File: src/rtl/perf_sample_pkg.sv
// Shared types and field widths for the performance counter sampling controller.
package perf_sample_pkg;

  localparam int unsigned SEQ_W        = 16;
  localparam int unsigned DROP_W       = 8;
  // The header flag sits just above the seq and drop fields.
  localparam int unsigned HDR_FLAG_POS = SEQ_W + DROP_W;

  typedef enum logic [1:0] {
    IDLE      = 2'd0,
    COUNT     = 2'd1,
    SEND_HDR  = 2'd2,
    SEND_DATA = 2'd3
  } state_e;

  // Header beat payload, placed at the LSBs of the output beat.
  typedef struct packed {
    logic              flag;
    logic [SEQ_W-1:0]  seq;
    logic [DROP_W-1:0] drop;
  } hdr_t;

endpackage

File: src/rtl/perf_sample_serializer.sv
// Snapshot register plus the header/data beat sequencer on a valid/ready port.
module perf_sample_serializer
  import perf_sample_pkg::*;
#(
  parameter int unsigned NUM_EVENTS    = 115,
  parameter int unsigned COUNTER_WIDTH = 7,
  parameter int unsigned OUT_WIDTH     = 32
) (
  input  logic                                clk,
  input  logic                                rst_n,
  input  logic                                load,
  input  hdr_t                                hdr,
  input  logic [NUM_EVENTS*COUNTER_WIDTH-1:0] counters_flat,
  input  logic                                out_ready,
  output logic                                out_valid,
  output logic [OUT_WIDTH-1:0]                out_data,
  output logic                                out_last
);

  localparam int unsigned IDX_W = $clog2(NUM_EVENTS);
  localparam logic [IDX_W-1:0] LAST_IDX = IDX_W'(NUM_EVENTS - 1);

  // Reject parameter sets whose beats would not fit the output width.
  if ((OUT_WIDTH < HDR_FLAG_POS + 1) || (OUT_WIDTH < 1 + IDX_W + COUNTER_WIDTH)) begin : g_bad_width
    $error("perf_sample_serializer: OUT_WIDTH too narrow for header or data beat");
  end

  logic [COUNTER_WIDTH-1:0] bank [NUM_EVENTS];
  logic [COUNTER_WIDTH-1:0] snap_q [NUM_EVENTS];
  logic [IDX_W-1:0]         idx_q;
  logic [IDX_W-1:0]         idx_nxt;
  logic                     hdr_phase_q;
  logic                     hs;

  // Unpack the flat counter bus into per-event lanes.
  for (genvar g = 0; g < NUM_EVENTS; g++) begin : g_unpack
    assign bank[g] = counters_flat[g*COUNTER_WIDTH +: COUNTER_WIDTH];
  end

  assign hs      = out_valid && out_ready;
  assign idx_nxt = hdr_phase_q ? '0 : idx_q + IDX_W'(1);

  // Capture the whole bank at window end; held until the next accepted window.
  always_ff @(posedge clk or negedge rst_n) begin
    if (!rst_n) begin
      snap_q <= '{default: '0};
    end else if (load) begin
      snap_q <= bank;
    end
  end

  // Beat register: header first, then one data beat per event, advanced per handshake.
  always_ff @(posedge clk or negedge rst_n) begin
    if (!rst_n) begin
      out_valid   <= 1'b0;
      out_data    <= '0;
      out_last    <= 1'b0;
      idx_q       <= '0;
      hdr_phase_q <= 1'b0;
    end else if (load) begin
      out_valid   <= 1'b1;
      out_data    <= OUT_WIDTH'(hdr);
      out_last    <= 1'b0;
      idx_q       <= '0;
      hdr_phase_q <= 1'b1;
    end else if (hs) begin
      hdr_phase_q <= 1'b0;
      if (out_last) begin
        out_valid <= 1'b0;
        out_data  <= '0;
        out_last  <= 1'b0;
      end else begin
        idx_q    <= idx_nxt;
        out_data <= OUT_WIDTH'({1'b0, idx_nxt, snap_q[idx_nxt]});
        out_last <= (idx_nxt == LAST_IDX);
      end
    end
  end

endmodule

File: src/rtl/perf_counter_sample_ctrl.sv
// Windows the event counter bank, snapshots it and streams it as header + data beats.
module perf_counter_sample_ctrl
  import perf_sample_pkg::*;
#(
  parameter int unsigned NUM_EVENTS    = 115,
  parameter int unsigned COUNTER_WIDTH = 7,
  parameter int unsigned OUT_WIDTH     = 32
) (
  input  logic                                clk,
  input  logic                                rst_n,
  input  logic                                enable,
  input  logic [31:0]                         interval,
  input  logic                                sw_trigger,
  input  logic [NUM_EVENTS*COUNTER_WIDTH-1:0] counters_flat,
  output logic                                counter_clear,
  output logic                                out_valid,
  input  logic                                out_ready,
  output logic [OUT_WIDTH-1:0]                out_data,
  output logic                                out_last,
  output logic                                busy,
  output logic [7:0]                          dropped_count
);

  state_e            state_q, state_d;
  logic [31:0]       timer_q, timer_d;
  logic [SEQ_W-1:0]  seq_q, seq_d;
  logic [DROP_W-1:0] drop_q, drop_d;
  logic              clear_c;
  logic              load_c;
  logic              win_end_c;
  logic              hs_c;
  hdr_t              hdr;

  assign hs_c      = out_valid && out_ready;
  // A timeout and a trigger in the same cycle collapse into one window end.
  assign win_end_c = enable &&
                     (((interval != 32'd0) && (timer_q == interval - 32'd1)) || sw_trigger);
  assign hdr       = '{flag: 1'b1, seq: seq_q, drop: drop_q};

  // Clear is combinational so the bank restarts in the very cycle the window closes;
  // it is held off while the block sits in reset.
  assign counter_clear = clear_c && rst_n;
  assign busy          = (state_q == SEND_HDR) || (state_q == SEND_DATA);
  assign dropped_count = drop_q;

  // State, window timer, sequence number and drop counter registers.
  always_ff @(posedge clk or negedge rst_n) begin
    if (!rst_n) begin
      state_q <= IDLE;
      timer_q <= '0;
      seq_q   <= '0;
      drop_q  <= '0;
    end else begin
      state_q <= state_d;
      timer_q <= timer_d;
      seq_q   <= seq_d;
      drop_q  <= drop_d;
    end
  end

  // Next-state, timer, clear/load strobes and drop accounting.
  always_comb begin
    state_d = state_q;
    timer_d = timer_q;
    seq_d   = seq_q;
    drop_d  = drop_q;
    clear_c = 1'b0;
    load_c  = 1'b0;
    case (state_q)
      IDLE: begin
        timer_d = '0;
        if (enable) begin
          state_d = COUNT;
          clear_c = 1'b1;
        end
      end
      COUNT: begin
        if (!enable) begin
          state_d = IDLE;
          timer_d = '0;
        end else if (win_end_c) begin
          state_d = SEND_HDR;
          load_c  = 1'b1;
          clear_c = 1'b1;
          timer_d = '0;
        end else begin
          timer_d = timer_q + 32'd1;
        end
      end
      SEND_HDR, SEND_DATA: begin
        // Windows keep closing while a packet is in flight; those are dropped.
        if (!enable) begin
          timer_d = '0;
        end else if (win_end_c) begin
          clear_c = 1'b1;
          timer_d = '0;
          if (drop_q != '1) begin
            drop_d = drop_q + DROP_W'(1);
          end
        end else begin
          timer_d = timer_q + 32'd1;
        end
        if (hs_c) begin
          if (state_q == SEND_HDR) begin
            seq_d   = seq_q + SEQ_W'(1);
            state_d = SEND_DATA;
          end else if (out_last) begin
            state_d = enable ? COUNT : IDLE;
          end
        end
      end
      default: state_d = IDLE;
    endcase
  end

  perf_sample_serializer #(
    .NUM_EVENTS    (NUM_EVENTS),
    .COUNTER_WIDTH (COUNTER_WIDTH),
    .OUT_WIDTH     (OUT_WIDTH)
  ) u_serializer (
    .clk           (clk),
    .rst_n         (rst_n),
    .load          (load_c),
    .hdr           (hdr),
    .counters_flat (counters_flat),
    .out_ready     (out_ready),
    .out_valid     (out_valid),
    .out_data      (out_data),
    .out_last      (out_last)
  );

endmodule

File: config.mk
export PLATFORM = sky130hd
export DESIGN_NAME = perf_counter_sample_ctrl
export DESIGN_NICKNAME = d
export VERILOG_FILES = /design/src/rtl/perf_sample_pkg.sv /design/src/rtl/perf_sample_serializer.sv /design/src/rtl/perf_counter_sample_ctrl.sv
export SDC_FILE = /design/constraint.sdc
export NUM_CORES = 2
export LEC_CHECK = 0
export BUFFER_PORTS_ARGS = -buffer_cell sky130_fd_sc_hd__buf_2
export CORE_ASPECT_RATIO = 0.5
export CORE_UTILIZATION = 45
export DETAILED_ROUTE_END_ITERATION = 16
export PLACE_DENSITY_LB_ADDON = 0.1
export SYNTH_ARGS = -nofsm -noshare
export SYNTH_HDL_FRONTEND = slang
export SYNTH_SLANG_ARGS = --single-unit
File: constraint.sdc
create_clock -name clk -period 2.96 [get_ports clk]
set_input_delay 0.148 -clock clk [delete_from_list [all_inputs] [get_ports clk]]
set_output_delay 0.148 -clock clk [all_outputs]
set_load 0.05 [all_outputs]
==> summary.md, run 1 <==
| Metric | Value |
|---|---|
| Rows | `79` |
| I/O pin cnt | `886` |
| GRT overflow | `21` |
| Post-synth EDFFs | `0` |
| Synth Register Bits | `897` |
| H-tree depth | `3` |
| Initial core utilization | `0.458` |
| Die X | `439 um` |
| Cts bufs inserted | `80` |
| Leading cell types by count after synthesis | `2953 x nand2_1, 897 x dfrtp_1, 137 x buf_2` |
| Post-Synthesis Cells | `5258` |
| TritonCTS sink count | `897` |
| Placed cell count | `7436` |
| Ys flop type | `dfrtp_1` |
| Stop stage | `global routing (5_1_grt)` |
| Die Ht | `221 um` |
| Placed cell area | `0.0513 mm^2` |
| GP Congestion | `0.975` |
| Synth top area share | `0.522` |
| Synth Cell Area | `0.0430 mm^2` |
| Ys Warns | `0` |
| Most frequent cell after synthesis | `nand2_1` |
| Synth area leaders | `dfrtp_1 52%, nand2_1 26%, a311oi_1 2.1%` |
| Seq/Total Area, Yosys | `0.522` |
| Mapped Avg Cell Area | `8.17 um^2` |
| CTS max path bufs | `3` |
| Yosys cell types | `68` |
| Dominant cell type by area after synthesis | `dfrtp_1` |
| Post-synth ARST share | `1.00` |
| Root Driver | `clkbuf_16` |
| Largest net degree at the start of global routing | `131` |
| First-pass GRT wire length | `317000 um` |
| All-Layer GR Usage | `0.447` |
| Vias in the first global route | `52093` |
| Outcome | `did not finish` |
| Error | `[ERROR GRT-0116] Global routing finished with congestion. Check the congestion regions in the DRC Viewer.` |
| I/O Buffers | `878` |
| Post-DP HPWL | `126000 um` |
-- cell families after synthesis --
logic type / after synthesis / synth area share
muxes: 88 / 0.0297
buffers and inverters: 368 / 0.0420
other: 1 / 0.0000873
DFF: 897 / 0.522
and+or+nand+nor: 3356 / 0.309
adders and majority gates: 5 / 0.00146
xor gates and xnor gates: 99 / 0.0202
AOI/OAI and AO/OA: 444 / 0.0754
-- metal layers --
layer | overflow | global-route usage
met4 | 1 | 0.300
met2 | 20 | 0.667
met3 | 0 | 0.164
met5 | 0 | 0.0156
met1 | 0 | 0.543
-- through the flow --
stage | setup TNS (ns) | hold WS (ns) | setup slack (ns)
detailed placement | -498.96 | 0.125 | -0.804
global placement | -478.90 | 0.117 | -0.823
floorplan | -77.62 | -0.148 | -0.0999
CTS | -211.64 | 0.153 | -0.341
-- what timing repair did --
action / 4_1_cts
resized for setup: 340
gates cloned: 62
hold buffers: 810
pin swaps: 113
endpoints found under the setup margin: 881
buffers inserted: 47
hold endpoints to repair: 971
==> run 2: changes to the inputs <==
--- a/config.mk
+++ b/config.mk
@@ -6,10 +6,9 @@
 export NUM_CORES = 2
 export LEC_CHECK = 0
 export BUFFER_PORTS_ARGS = -buffer_cell sky130_fd_sc_hd__buf_2
-export CORE_ASPECT_RATIO = 0.5
-export CORE_UTILIZATION = 45
+export CORE_UTILIZATION = 30
 export DETAILED_ROUTE_END_ITERATION = 16
-export PLACE_DENSITY_LB_ADDON = 0.1
+export PLACE_DENSITY_LB_ADDON = 0.15
 export SYNTH_ARGS = -nofsm -noshare
 export SYNTH_HDL_FRONTEND = slang
 export SYNTH_SLANG_ARGS = --single-unit
==> constraint.sdc (replaced) <==
create_clock -name clk -period 3.8 [get_ports clk]
set_input_delay 0.19 -clock clk [delete_from_list [all_inputs] [get_ports clk]]
set_output_delay 0.19 -clock clk [all_outputs]
set_load 0.05 [all_outputs]
==> summary.md, run 2 <==
| Metric | Value |
|---|---|
| Synth Cell Area | `0.0430 mm^2` |
| Antenna violations before repair | `14` |
| Compound-Gate Fraction of Synth Area | `0.0754` |
| WL final | `203000 um` |
| Combinational family with the most area after synthesis | `simple AND/OR/NAND/NOR gates` |
| Synth top area share | `0.522` |
| Pleak | `31.6 nW` |
| Initial core utilization | `0.303` |
| Max-Cap Viols | `0` |
| Layout cell share with drive strength beyond 1 | `0.203` |
| Simple-gate portion of the synthesized area | `0.309` |
| Total number of vias | `44367` |
| Mux contribution to synthesized area | `0.0297` |
| I/O pin cnt | `886` |
| Crit path DAT | `4.33 ns` |
| All-Layer GR Usage | `0.275` |
| Post-DP HPWL | `146000 um` |
| Final net count | `7846` |
| Critical Path End Type | `flip-flop` |
| Worst hold path class | `in -> async` |
| Finished Cell Area | `0.0630 mm^2` |
| Final Hold Viols | `0` |
| Crit Path Class | `reg -> reg` |
| Seq/Total Area, Yosys | `0.522` |
| GP Congestion | `0.882` |
| TritonRoute pass-1 iters | `5` |
| Adder-Cell Fraction of Synth Area | `0.00146` |
| Worst skew pair latency | `0.74 ns` |
| Core area | `0.142 mm^2` |
| H-tree depth | `3` |
| Most frequent cells in the layout | `2953 x nand2_1, 894 x dfrtp_1, 876 x buf_2, 808 x dlygate4sd3_1, 229 x buf_4` |
| Ys Warns | `0` |
| Placed cell area | `0.0513 mm^2` |
| Ys flop type | `dfrtp_1` |
| CTS clk-pin slew, worst paths | `0.06 ns` |
| DR iter-0 viols | `3385` |
| Cts bufs inserted | `105` |
| PwrDens | `781 mW/mm^2` |
| Endpoints failing setup | `0` |
| Outcome | `completed` |
| Via-to-Cell Ratio | `4.94` |
| Die Ht | `380 um` |
| Post-synth ARST share | `1.00` |
| First-pass GRT wire length | `296000 um` |
| Post-Synthesis Cells | `5258` |
| Slew HR | `0.276` |
| Yosys cell types | `68` |
| Synth Area in XOR/XNOR | `0.0202` |
| DR WL/cell | `22.6 um` |
| Largest net degree at the start of global routing | `114` |
| Core Util, Final | `0.445` |
| Most frequent cell after synthesis | `nand2_1` |
| CTS max path bufs | `3` |
| Worst path top cell family by delay | `compound AO/OA/AOI/OAI gates` |
| Regs by FF count | `u_serializer.snap_q (805), timer_q (32), u_serializer.out_data (25)` |
| Final max-slew violation count | `0` |
| Root Driver | `clkbuf_16` |
| Rows | `138` |
| CP Data Required Time | `4.42 ns` |
| Die X | `380 um` |
| TritonCTS sink count | `897` |
| Post-synthesis to final-layout area growth | `46.7%` |
| Most common cell on crit path | `o21ai_0` |
| Commonest non-fill, non-tap cell in the layout | `nand2_1` |
| Final Cycle Share | `0.975` |
| Critical path's slowest cell | `a211oi_1` |
| Post-synth EDFFs | `0` |
| CP Cell Sequence | `ha_1 -> nand2b_4 -> buf_12 -> a211oi_1 -> a311oi_1 -> a311oi_1 -> nor3_1 -> o21ai_0 -> o21ai_0 -> o21ai_0 -> buf_4 -> a21oi_1` |
| Worst Setup Start Kind | `flip-flop` |
| Leading cell types by count after synthesis | `2953 x nand2_1, 897 x dfrtp_1, 137 x buf_2` |
| Remaining routing DRC violations | `0` |
| Fmax | `270 MHz` |
| Vias in the first global route | `44833` |
| Maximum VDD drop | `435 uV` |
| Synth area leaders | `dfrtp_1 52%, nand2_1 26%, a311oi_1 2.1%` |
| Biggest register | `u_serializer.snap_q` |
| Number of buffers and inverters on the critical path | `2` |
| Synth Register Bits | `897` |
| I/O Buffers | `878` |
| Clk_skew | `0.0399 ns` |
| Mapped Avg Cell Area | `8.17 um^2` |
| Critical Path Fanout Max | `12` |
| Largest stage delay, worst path | `0.53 ns` |
| Crit. Startpoint | `u_serializer.idx_q[0]` |
| Tmin final | `3.70 ns` |
| GRT overflow | `0` |
| Slew @ Worst Pin | `1.08 ns` |
| Max reg flops | `805` |
| Worst R2R Start | `u_serializer.idx_q[0]` |
| Dominant cell type by area after synthesis | `dfrtp_1` |
| Antenna Nets Post-Route | `0` |
| CTS tree | `built` |
| Die ar. | `0.145 mm^2` |
-- run 2: cell counts after synthesis --
Identical to the previous run, type by type.
-- run 2: logic make-up after synthesis --
logic type / count (synthesis)
buffers and inverters: 368
AO/OA/AOI/OAI: 444
multiplexers: 88
XOR/XNOR: 99
AND/OR/NAND/NOR: 3356
adder cells (fa/ha/maj): 5
flip-flops: 897
other: 1
-- run 2: area by class of cell --
class	instances	area (um^2)
diodes	5	12.5
clock buffers	150	3000
clock inverters	46	478
fillers	13964	78700
inverters	8	35.0
multi-input cells	3999	19000
flip-flops and latches	897	22500
well taps	1890	2360
repair buffers	1988	15700
-- run 2: worst paths after layout --
| check | end | slack (ns) | depth (start not counted) |
|---|---|---|---|
| max | u_serializer.out_data[3] | 0.1 | 12 |
| min | u_serializer.snap_q[454] | 0.10 | 2 |
| max reg2reg | u_serializer.out_data[3] | 0.1 | 12 |
| min reg2reg | u_serializer.snap_q[589] | 0.47 | 2 |
| max in group asynchronous | timer_q[2] | 2.40 | 4 |
| min in group clk | state_q[0] | 0.11 | 6 |
-- run 2: what timing repair did --
action | 4_1_cts | 5_1_grt
setup endpoints to repair | 6 | 6
buffers inserted | 1 | 3
pin swaps | 1 | 5
hold endpoints to repair | 863 | 0
gates resized for setup | 9 | 21
hold buffers | 808 | 0
-- run 2: metrics by stage --
stage	std cells	hold WS (ns)	worst slack (ns)	TNS, ns	total power, W
after floorplan	5264	-0.106	0.318	0	0.0271
after global placement	7970	0.280	-0.217	-53.16	0.0379
after detailed placement	7970	0.287	-0.183	-17.98	0.0382
after CTS	8975	0.0610	-0.00729	-0.00729	0.0494
after global routing	8979	0.0932	-0.0310	-0.0681	0.0522
final	8983	0.102	0.0952	0	0.0492
-- run 2: layer usage --
| layer | wire (um) | GRT usage | vias up | part of all wire |
|---|---|---|---|---|
| met5 | 126 | 0 | - | 0.00062 |
| met4 | 8700 | 0.111 | 20 | 0.043 |
| met1 | 90800 | 0.377 | 21840 | 0.45 |
| met2 | 92900 | 0.436 | 1554 | 0.46 |
| li1 | - | - | 20543 | - |
| met3 | 10700 | 0.0380 | 410 | 0.053 |
-- run 2: power breakdown --
| part | leakage (nW) | internal (W) | switching (W) | total (W) |
|---|---|---|---|---|
| sequential | 11.3 | 0.0136 | 0.00253 | 0.0162 |
| combinational | 18.6 | 0.00831 | 0.0144 | 0.0227 |
| clock | 1.72 | 0.00597 | 0.00437 | 0.0103 |
| total | 31.6 | 0.0279 | 0.0213 | 0.0492 |
No activity file was read; power rests on OpenSTA's default activity.
